**src/rtl/pulse_train_pkg.sv**
```systemverilog
// Shared types and default sizing for the multi-channel pulse train generator.
// Optional feature macro: PULSE_TRAIN_PRESCALE_EN (shared tick prescaler).
package pulse_train_pkg;

  localparam int DEF_NUM_CH     = 4;
  localparam int DEF_W          = 8;
  localparam int DEF_RPT_W      = 4;
  localparam int DEF_PRESCALE_W = 4;

  typedef enum logic [1:0] {
    S_IDLE = 2'd0,
    S_HIGH = 2'd1,
    S_LOW  = 2'd2,
    S_DONE = 2'd3
  } pt_state_e;

  // Channel programming at default widths; rpt = 0 means continuous.
  typedef struct packed {
    logic [DEF_W-1:0]     high;
    logic [DEF_W-1:0]     low;
    logic [DEF_RPT_W-1:0] rpt;
  } ch_cfg_t;

  function automatic int ch_idx_w(input int n);
    return (n > 1) ? $clog2(n) : 1;
  endfunction

endpackage

```
**src/rtl/pulse_train_channel.sv**
```systemverilog
// One pulse-train channel: shadow config, active copy latched at start,
// phase/repeat counters and the IDLE/HIGH/LOW/DONE sequencer.
module pulse_train_channel
  import pulse_train_pkg::*;
#(
  parameter int W     = DEF_W,
  parameter int RPT_W = DEF_RPT_W
)(
  input  logic             clk,
  input  logic             rst,
  input  logic             i_tick,
  input  logic             i_wr,
  input  logic [W-1:0]     i_high,
  input  logic [W-1:0]     i_low,
  input  logic [RPT_W-1:0] i_rpt,
  input  logic             i_start,
  input  logic             i_abort,
  output logic             o_pulse,
  output logic             o_busy,
  output logic             o_done
);

  pt_state_e        r_state, w_next;
  logic [W-1:0]     r_sh_high, r_sh_low, r_act_high, r_act_low, r_cnt;
  logic [RPT_W-1:0] r_sh_rpt, r_act_rpt, r_rem;
  logic             w_launch, w_phase_end, w_cont, w_last;

  assign w_launch    = (r_state == S_IDLE) & i_start & ~i_abort;
  assign w_phase_end = i_tick & (r_cnt <= W'(1));
  assign w_cont      = (r_act_rpt == '0);
  assign w_last      = ~w_cont & (r_rem == RPT_W'(1));

  always_comb begin
    w_next = r_state;
    case (r_state)
      S_IDLE: if (w_launch) w_next = (r_sh_high != '0) ? S_HIGH : S_DONE;
      S_HIGH: begin
        if (i_abort)          w_next = S_IDLE;
        else if (w_phase_end) begin
          if (w_last)                w_next = S_DONE;
          else if (r_act_low != '0)  w_next = S_LOW;
          else                       w_next = S_HIGH;
        end
      end
      S_LOW: begin
        if (i_abort)          w_next = S_IDLE;
        else if (w_phase_end) w_next = S_HIGH;
      end
      default: w_next = S_IDLE;
    endcase
  end

  always_ff @(posedge clk or posedge rst) begin
    if (rst) r_state <= S_IDLE;
    else     r_state <= w_next;
  end

  // The active copy isolates a running train from later shadow writes.
  always_ff @(posedge clk or posedge rst) begin
    if (rst) begin
      r_sh_high  <= '0;
      r_sh_low   <= '0;
      r_sh_rpt   <= '0;
      r_act_high <= '0;
      r_act_low  <= '0;
      r_act_rpt  <= '0;
      r_cnt      <= '0;
      r_rem      <= '0;
    end else begin
      if (i_wr) begin
        r_sh_high <= i_high;
        r_sh_low  <= i_low;
        r_sh_rpt  <= i_rpt;
      end
      if (w_launch) begin
        r_act_high <= r_sh_high;
        r_act_low  <= r_sh_low;
        r_act_rpt  <= r_sh_rpt;
        r_cnt      <= r_sh_high;
        r_rem      <= r_sh_rpt;
      end else if (r_state == S_HIGH && !i_abort) begin
        if (w_phase_end) begin
          if (!w_cont) r_rem <= r_rem - RPT_W'(1);
          r_cnt <= (r_act_low != '0) ? r_act_low : r_act_high;
        end else if (i_tick) begin
          r_cnt <= r_cnt - W'(1);
        end
      end else if (r_state == S_LOW && !i_abort) begin
        if (w_phase_end) r_cnt <= r_act_high;
        else if (i_tick) r_cnt <= r_cnt - W'(1);
      end
    end
  end

  assign o_pulse = (r_state == S_HIGH);
  assign o_busy  = (r_state != S_IDLE);
  assign o_done  = (r_state == S_DONE);

endmodule

```
**src/rtl/pulse_train_gen.sv**
```systemverilog
// Multi-channel pulse train generator: config handshake/decode and channel array.
// Optional PULSE_TRAIN_PRESCALE_EN adds a shared prescaler gating phase counters.
module pulse_train_gen
  import pulse_train_pkg::*;
#(
  parameter int NUM_CH     = DEF_NUM_CH,
  parameter int W          = DEF_W,
  parameter int RPT_W      = DEF_RPT_W,
`ifdef PULSE_TRAIN_PRESCALE_EN
  parameter int PRESCALE_W = DEF_PRESCALE_W,
`endif
  parameter int CH_W       = ch_idx_w(NUM_CH)
)(
  input  logic                  clk,
  input  logic                  reset,
  input  logic                  cfg_valid,
  output logic                  cfg_ready,
  input  logic [CH_W-1:0]       cfg_ch,
  input  logic [W-1:0]          cfg_high,
  input  logic [W-1:0]          cfg_low,
  input  logic [RPT_W-1:0]      cfg_repeat,
`ifdef PULSE_TRAIN_PRESCALE_EN
  input  logic [PRESCALE_W-1:0] prescale,
`endif
  input  logic [NUM_CH-1:0]     start,
  input  logic [NUM_CH-1:0]     abort,
  output logic [NUM_CH-1:0]     pulse_out,
  output logic [NUM_CH-1:0]     busy,
  output logic [NUM_CH-1:0]     done
);

  logic              w_tick;
  logic              w_ready;
  logic [NUM_CH-1:0] w_wr;

`ifdef PULSE_TRAIN_PRESCALE_EN
  logic [PRESCALE_W-1:0] r_div;

  // >= keeps the divider sane if prescale is lowered mid-count.
  assign w_tick = (r_div >= prescale);

  always_ff @(posedge clk or posedge reset) begin
    if (reset)       r_div <= '0;
    else if (w_tick) r_div <= '0;
    else             r_div <= r_div + PRESCALE_W'(1);
  end
`else
  assign w_tick = 1'b1;
`endif

  // Out-of-range channels read as ready so the write is silently dropped.
  always_comb begin
    w_ready = 1'b1;
    for (int i = 0; i < NUM_CH; i++)
      if (cfg_ch == CH_W'(i)) w_ready = ~busy[i];
  end
  assign cfg_ready = w_ready;

  for (genvar g = 0; g < NUM_CH; g++) begin : g_ch
    assign w_wr[g] = cfg_valid & w_ready & (cfg_ch == CH_W'(g));

    pulse_train_channel #(
      .W     (W),
      .RPT_W (RPT_W)
    ) u_ch (
      .clk     (clk),
      .rst     (reset),
      .i_tick  (w_tick),
      .i_wr    (w_wr[g]),
      .i_high  (cfg_high),
      .i_low   (cfg_low),
      .i_rpt   (cfg_repeat),
      .i_start (start[g]),
      .i_abort (abort[g]),
      .o_pulse (pulse_out[g]),
      .o_busy  (busy[g]),
      .o_done  (done[g])
    );
  end

endmodule
```
**config.mk**
```make
export PLATFORM = sky130hd
export DESIGN_NAME = pulse_train_gen
export DESIGN_NICKNAME = d
export VERILOG_FILES = /design/src/rtl/pulse_train_pkg.sv /design/src/rtl/pulse_train_channel.sv /design/src/rtl/pulse_train_gen.sv
export SDC_FILE = /design/constraint.sdc
export NUM_CORES = 1
export LEC_CHECK = 0
export BUFFER_PORTS_ARGS = -buffer_cell sky130_fd_sc_hd__buf_4
export CORE_UTILIZATION = 45
export DETAILED_ROUTE_END_ITERATION = 8
export SYNTH_ARGS = -nofsm -noshare
export SYNTH_HDL_FRONTEND = slang
export SYNTH_SLANG_ARGS = --single-unit
```
**constraint.sdc**
```tcl
create_clock -name clk -period 8.2 [get_ports clk]
set_input_delay 1.64 -clock clk [delete_from_list [all_inputs] [get_ports clk]]
set_output_delay 1.64 -clock clk [all_outputs]
set_load 0.005 [all_outputs]
```
== Word level (Yosys, flattened, before mapping) ==
Index checks and enable logic that the tools add are counted.
Cells by class
  $add $sub $neg: 8
  multiply operators: 0
  div/mod/pow operators: 0
  $lt $le $gt $ge: 4
  equality and inequality tests: 35
  shifts and indexed selects: 0
  muxes and demuxes: 80
  bitwise logic cells: 29
  reduce and logical (&&, ||, !) cells: 53
Operators by type and width (number)
  two-way mux 8 bit: 24
  two-way mux 2 bit: 32
  two-way mux 4 bit: 16
  nonzero test 8 bit: 8
  <= comparator 8 x 1 -> 1 bit (second input constant): 4
  subtractor 8 x 1 -> 8 bit (second input constant): 4
  case mux 2 bit (3 select lines): 4
  AND reduction 3 bit: 8
  nonzero test 2 bit: 12
  equality test 2 bit (second input constant): 10
  AND 1 bit: 17
  equality test 4 x 1 -> 1 bit (second input constant): 4
  logical NOT 4 bit: 4
  != test 2 x 1 -> 1 bit (second input constant): 8
  subtractor 4 x 1 -> 4 bit (second input constant): 4
  != test 3 x 2 -> 1 bit (second input constant): 4
  != test 3 bit (second input constant): 4
  inverter 1 bit: 12
  nonzero test 3 bit: 4
  equality test 2 x 1 -> 1 bit (second input constant): 5
  logical NOT 2 bit: 5
  logical AND 1 bit: 8
  logical NOT 1 bit: 4
  two-way mux 1 bit: 4
Storage, ports and cells
  register bits after elaboration: 216
  bits in latches: 0
  RAM bits: 0
  ROM bits: 0
  bits of input ports: 33
  output and inout bits: 13
  word-level logic and storage cells: 245
  memories: 0

== Depth between registers and ports, before layout ==
Gate-level depths: netlist of the first run.
  word-level depth: 8
  gate-level depth with buffers: 9
  mapped depth without buffers: 7

== Modules after synthesis ==
A second synthesis of the first run with hierarchy kept.
Second synthesis, totals
  cells, all modules: 1066
  area total of the unflattened synthesis: 10527.6 um^2
By module, submodules not included
  pulse_train_channel (g_ch[0].u_ch ...): times used 2, cells an instance 264, area an instance 2632.5 um^2, seq. area each 1351.3 um^2
  pulse_train_channel (g_ch[2].u_ch ...): times used 2, cells an instance 265, area an instance 2598.7 um^2, seq. area each 1351.3 um^2
  pulse_train_gen: times used 1, cells an instance 8, area an instance 65.1 um^2, seq. area each 0.0 um^2

== Worst setup path after synthesis of the first run ==
OpenSTA, ideal clock, no wires.
  kind: input to output
  start: input port cfg_ch[1]
  end: output port cfg_ready
  data arrival time: 2.118 ns
  data required time: 6.560 ns
  slack: 4.442 ns
  cell stages on the path: 1
  buffers on the path: 0
  cells stage by stage: mux4_2
On the way
  cells in the longest elaborated chain, start to end: 5
  elaborated cells between the ends (all ways): 8
  classes of those cells: eq/ne: 3; mux: 4; reduce/logical: 1
RTL lines
  from (decl): RTL line pulse_train_gen.sv:18  | input logic [CH_W-1:0] cfg_ch,
  logical NOT 2 bit: RTL line pulse_train_gen.sv:55  | if (cfg_ch == CH_W'(i)) w_ready = ~busy[i];
  two-way mux 1 bit (3 in series): RTL line pulse_train_gen.sv:55
  two-way mux 1 bit (*): RTL line pulse_train_gen.sv:55
  to (decl): RTL line pulse_train_gen.sv:17  | output logic cfg_ready,
Every way passes the cells marked *; elsewhere a longest branch is shown, timed or not.

== Final worst setup path of the first run ==
Ends and elaborated chain as after synthesis.

==> implementation parameters, run 1 <==
Parameter                              Value

Run status
  Outcome    complete, no violations

Job
  Number of max-capacitance violations reported    0

Synthesis
  Leading cell type by number of instances after synthesis    nand2_1
  Share of async-settable or async-resettable flops after synthesis    100%
  Sequential element share of the synthesized area    52.0%
  Most used flip-flop cell after synthesis    dfrtp_1
  Cell Area, Synth    10400 um2
  Library cell with the largest summed area after synthesis    dfrtp_1
  Area share of the largest cell type after synthesis    52.0%
  Yosys cell types    70
  Ys Warns    0
  Number of nets in the synthesized netlist    1058
  Synthesized netlist cell count    1009
  Total of flip-flops plus latches after synthesis    216
  Ranking of synthesized cells by instance count    nand2_1, dfrtp_1, mux2_2
  Avg Synthesized Cell Area    10.3 um2
  Number of synthesized flops with an enable pin    0
  Top cells by area, synth    dfrtp_1, nand2_1, mux2_2

Clock network
  Bufs on Longest Clock Path    3
  CTS clk-pin slew, worst paths    60 ps
  H-Tree Level Count    1
  Gates resized, CTS repair    0
  CTS Hold Buffers Added    0
  Root buffer selected by CTS    clkbuf_16
  Source-to-sink clock delay at the later pin of the worst-skew pair    510 ps
  TritonCTS buffer count    24
  Clock sink count    216
  Post CTS Setup Buffer Count    0
  CTS tree    done

Routing
  Wire per inst    18.4 um
  Via count    7641
  Number of remaining DRC errors    0
  Detailed-routing iteration count for the pre-antenna-repair pass    5
  Final antenna-violating net count    0
  Initial DRC count    568
  Final wirelength    24600 um
  Vias per cell    5.70

Floorplan
  Floorplan die height    154 um
  Starting density of the core    45.9%
  Top-level I/O count    46
  Die outline area    23700 um2
  Die width    154 um
  Core Area    22600 um2
  Placement row count    55

Global routing
  Aggregate global-route resource usage    21.6%
  Largest net degree at the start of global routing    140
  Global route overflow    0
  Number of global-route vias before repair    7362
  Wire length of the first global-routing pass    41200 um
  Antenna violations before repair    0

Critical path
  Worst R2R Path Depth    4
  Number of cells on the critical path    3
  Kind of end point of the critical path    output pin
  Worst reg2reg path startpoint    g_ch[2].u_ch.r_state[1]
  Maximum cell stage delay along the critical path    490 ps
  WS Path Type    primary input to output pin
  Crit path max-delay family    multiplexers
  End of the worst register-to-register path    g_ch[2].u_ch.r_rem[3]
  Most prevalent standard cell on the critical path    buf_4
  Biggest fanout along the worst timing path    5
  Critical Path Source Type    primary input
  Max stage delay cell, worst path    mux4_2
  Required time at the endpoint of the critical path    6560 ps
  Critical-path cell list    buf_4, mux4_2, buf_4
  Setup slack of the most critical reg-to-reg path    5610 ps
  WP buf/inv    2
  Critical Path AT    2380 ps

Placement
  Cell Area, Placed    10900 um2
  Number of placed cells counting well taps    1297
  Weighted congestion reported at the end of routability-driven placement    0.792
  Pre-CTS setup slack    4170 ps
  Number of buffers added on ports    45
  DP Wirelength    16400 um

Cells and area
  Area of all sequential standard cells    5410 um2
  Layout cells sized above 1    19.4%
  Antenna diodes    0
  Fill cell count    2039
  Fin cells    1340
  Footprint of the multi-input gates    4590 um2
  Layout overhead on the synthesized area    13.3%
  Number of nets in the layout    1087
  Area of all placed cells without fillers    11800 um2

Timing
  Worst Tran Pin Value    973 ps
  Setup skew after layout    15.3 ps
  Total count of max-transition violations in the final report    0
  Final critical-path share of the clock period    49.1%
  Setup violation total in the final timing report    0
  Final setup margin    4180 ps
  Final worst path period need    4020 ps
  Number of hold violations in the final report    0
  Peak Freq    0.248 GHz
  Slew HR    35.1%
  TNS Setup    0 ps
  Unrepaired setup endpoints after global routing    false

Min path
  Min-delay worst type    register to register
  Worst min-delay path endpoint    g_ch[1].u_ch.r_act_low[3]
  Hold Path Origin    g_ch[1].u_ch.r_sh_low[3]
  Hold depth    2

Power
  Power density over the cells    405 nW/um2
  Leakage power of the design    5.40 nW
  Maximum ir drop on the vdd rail    0.128 mV
  Total power draw    0.00477 W
[cell usage in the layout (no fill, tap or decap), types with 5 or more instances in the layout]
cell type / netlist / routed
a221o_1: 30 / 30
nand2_1: 255 / 255
a311oi_1: 5 / 5
a221oi_1: 30 / 30
nor3_1: 18 / 17
nor2_1: 30 / 28
a21oi_1: 20 / 20
o21ai_0: 29 / 29
nor2b_1: 7 / 7
a22oi_1: 12 / 12
nand3_1: 13 / 13
dfrtp_1: 216 / 216
xnor2_1: 8 / 8
o31ai_1: 12 / 12
nand2b_1: 5 / 5
nor3b_1: 7 / 6
mux2_2: 83 / 83
or4_1: 8 / 8
a211oi_1: 15 / 15
and2_1: 9 / 9
clkbuf_16: 0 / 25
buf_4: 12 / 61
inv_1: 37 / 36
o211ai_1: 6 / 6
ha_1: 16 / 16
nor4_1: 19 / 19
[metal layers]
metal	wire, um	GRT usage, %	vias to the layer above
met2	11600	34.2	126
met1	12000	32.3	3822
met5	0	0	-
met4	221	3.71	0
li1	-	-	3672
met3	794	2.51	21
[sequential cells by signal, summed over array words and instances (netlist names)]
| signal | flops |
|---|---|
| g_ch.u_ch.r_act_high | 32 |
| g_ch.u_ch.r_act_low | 32 |
| g_ch.u_ch.r_sh_rpt | 16 |
| g_ch.u_ch.r_sh_low | 32 |
| g_ch.u_ch.r_act_rpt | 16 |
| g_ch.u_ch.r_cnt | 32 |
| g_ch.u_ch.r_state | 8 |
| g_ch.u_ch.r_sh_high | 32 |
| g_ch.u_ch.r_rem | 16 |
[power breakdown]
part / leakage, nW / switching, W / total, W / internal [W]
registers: 2.67 / 0.000502 / 0.00208 / 0.00158
clock network: 0.397 / 0.000436 / 0.00112 / 0.000680
logic: 2.33 / 0.000821 / 0.00157 / 0.000749
[layout make-up]
cell class / count / share of cell area (%)
clock buffers: 32 / 5.79
clock inverters: 11 / 1.20
inverters: 37 / 1.24
multi-input cells: 698 / 39.0
flip-flops and latches: 216 / 45.9
well taps: 285 / 3.03
repair buffers: 61 / 3.89
[stage by stage]
stage	util [%]	hold slack [ps]
2_1_floorplan	-	433
3_3_place_gp	48.4	446
3_5_place_dp	48.4	448
4_1_cts	52.0	460
5_1_grt	52.0	492
6_report	52.0	461
[worst register-to-register path, stage by stage, from the launching register on]
cell and delay [ps]:
dfrtp_1 450, nor2_1 540, nand2_1 650, mux2_1 530, a221o_1 300
[worst max path at each step]
stage               from                    endpoint
5_1_grt        cfg_ch[1]                   cfg_ready
3_3_place_gp    abort[0]       g_ch[0].u_ch.r_rem[2]
2_1_floorplan      reset  g_ch[0].u_ch.r_act_high[0]
6_report       cfg_ch[1]                   cfg_ready
4_1_cts        cfg_ch[1]                   cfg_ready
3_5_place_dp    abort[0]       g_ch[0].u_ch.r_rem[3]
[cells by family after synthesis]
kind of cell | synth area share (%)
AOI/OAI and AO/OA | 13.7
xor gates and xnor gates | 0.843
adders and majority gates | 1.93
buffers and inverters | 4.06
DFF | 52.0
muxes | 9.56
and+or+nand+nor | 17.9
Note: power is estimated with default switching activity, not from simulation.
==> run 2: changes to the inputs <==
==> constraint.sdc (replaced) <==
create_clock -name clk -period 3.35 [get_ports clk]
set_input_delay 0.67 -clock clk [delete_from_list [all_inputs] [get_ports clk]]
set_output_delay 0.67 -clock clk [all_outputs]
set_load 0.005 [all_outputs]
==> run 2 against run 1 <==
Effect of this change:
- power increased by 150%
- sequential power grew 150%
- register-to-register slack worse by 4700 ps
- clock power grew to 2.6 times the previous value
==> implementation parameters, run 2 (synthesis gave the netlist of run 1 again) <==
Parameter                              Value

Run status
  Outcome    complete, no violations

Power
  Maximum ir drop on the vdd rail    0.480 mV
  Int Pwr    0.00759 W
  Total power draw    0.0119 W
  Net switching component of the power    0.00427 W
  Part of the total power dissipated in the clock network    24.6%
  Relative contribution of combinational cells to total power    32.4%
  Fraction of power consumed by sequential logic    43.0%
  Leakage power of the design    5.47 nW
  Switching share of power    36.0%
  Power density over the cells    996 nW/um2

Floorplan
  Starting density of the core    45.9%
  Die width    154 um
  Die outline area    23700 um2
  Placement row count    55
  Top-level I/O count    46
  Floorplan die height    154 um
  Core Area    22600 um2

Placement
  Number of buffers added on ports    45
  DP Wirelength    17200 um
  Weighted congestion reported at the end of routability-driven placement    0.803

Cells and area
  Fill cell count    2002
  Most frequent standard cell in the layout excluding fill and tap cells    nand2_1
  Share of the core filled with cells in the final layout    52.6%
  Area of all sequential standard cells    5410 um2
  Layout cells sized above 1    19.9%
  Footprint of the multi-input gates    4580 um2
  Antenna diodes    0
  Number of nets in the layout    1093
  Layout overhead on the synthesized area    14.7%
  Commonest non-fill, non-tap cells in the layout    nand2_1, dfrtp_1, mux2_2

Critical path
  Critical Path Source Type    register
  Critical-path cell list    nor2_1, mux4_2, buf_4
  Biggest fanout along the worst timing path    9
  Crit path max-delay family    simple AND/OR/NAND/NOR gates
  Critical Path AT    2020 ps
  Required time at the endpoint of the critical path    2680 ps
  Number of cells on the critical path    3
  Maximum cell stage delay along the critical path    540 ps
  Kind of end point of the critical path    output pin
  Worst R2R Path Depth    5
  Max stage delay cell, worst path    nor2_1
  WS Path Type    register to output pin
  WP buf/inv    1

Global routing
  Aggregate global-route resource usage    21.4%
  Global route overflow    0
  Wire length of the first global-routing pass    40700 um
  Number of global-route vias before repair    7502
  Antenna violations before repair    0
  Largest net degree at the start of global routing    68

Clock network
  CTS Hold Buffers Added    0
  CTS tree    done
  Gates resized, CTS repair    0
  CTS clk-pin slew, worst paths    60 ps
  H-Tree Level Count    1
  Bufs on Longest Clock Path    3
  Source-to-sink clock delay at the later pin of the worst-skew pair    510 ps
  Post CTS Setup Buffer Count    0
  TritonCTS buffer count    24
  Clock sink count    216
  Root buffer selected by CTS    clkbuf_16

Timing
  Setup skew after layout    7.86 ps
  Final critical-path share of the clock period    80.2%
  Worst Tran Pin Value    774 ps
  Unrepaired setup endpoints after global routing    false
  Final worst path period need    2690 ps
  Number of hold violations in the final report    0
  Total count of max-transition violations in the final report    0
  Slew HR    48.3%
  Setup violation total in the final timing report    0
  TNS Setup    0 ps
  Peak Freq    0.372 GHz

Routing
  Number of remaining DRC errors    0
  Vias per cell    5.66
  Wire per inst    18.4 um
  Detailed-routing iteration count for the pre-antenna-repair pass    5
  Final antenna-violating net count    0
  Final wirelength    24700 um
  Via count    7622
  Initial DRC count    498

Job
  Number of max-capacitance violations reported    0

Min path
  Min-delay worst type    primary input to asynchronous set/reset pin
==> run 2: layout make-up <==
class	instances	share of cell area (%)
Multi-Input combinational cell	698	38.5
Sequential cell	216	45.4
Clock inverter	9	1.43
Clock buffer	34	6.04
Tap cell	285	2.99
Inverter	37	1.20
Timing Repair Buffer	67	4.54
==> run 2: power by group through the flow <==
stage	Clock, W	Combinational, W	Sequential, W
floorplan	0	0.00313	0.00466
global placement	0	0.00379	0.00508
detailed placement	0	0.00388	0.00509
CTS	0.00297	0.00389	0.00508
global route	0.00307	0.00435	0.00529
finish	0.00291	0.00385	0.00510
==> run 2: path summary, 6_finish.rpt <==
| check | start | end | slack (ps) |
|---|---|---|---|
| worst max-delay path | g_ch[3].u_ch.r_state[1] | cfg_ready | 660 |
| worst min-delay path | reset | g_ch[3].u_ch.r_sh_rpt[0] | 300 |
| worst max register to register | g_ch[2].u_ch.r_state[1] | g_ch[2].u_ch.r_sh_low[3] | 940 |
| worst min register to register | g_ch[3].u_ch.r_sh_low[0] | g_ch[3].u_ch.r_act_low[0] | 460 |
| max in group asynchronous | reset | g_ch[0].u_ch.r_act_high[0] | 2260 |
| min in group clk | cfg_repeat[0] | g_ch[2].u_ch.r_sh_rpt[0] | 450 |
==> run 2: stage by stage <==
step           worst slack (ps)  instance area, um2  cells  hold WS, ps
3_5_place_dp                966               11000   1303          449
4_1_cts                     596               11900   1346          312
5_1_grt                     562               11900   1346          356
6_report                    663               11900   1346          303
2_1_floorplan              -132               10400   1009          433
3_3_place_gp               1020               11000   1303          445
==> run 2: worst register-to-register path, delay by kind of cell, from the launching register on <==
kind	cells	cell delay (ps)
flip-flops	1	450
buffers and inverters	2	560
AND/OR/NAND/NOR	2	930
multiplexers	1	360
==> run 2: layer usage <==
layer,up-vias,GRT usage (%),part of all wire (%)
met5,-,0,0
met4,0,4.81,1.3
met3,26,2.31,2.9
met2,114,33.9,46
met1,3794,31.5,50
li1,3688,-,-
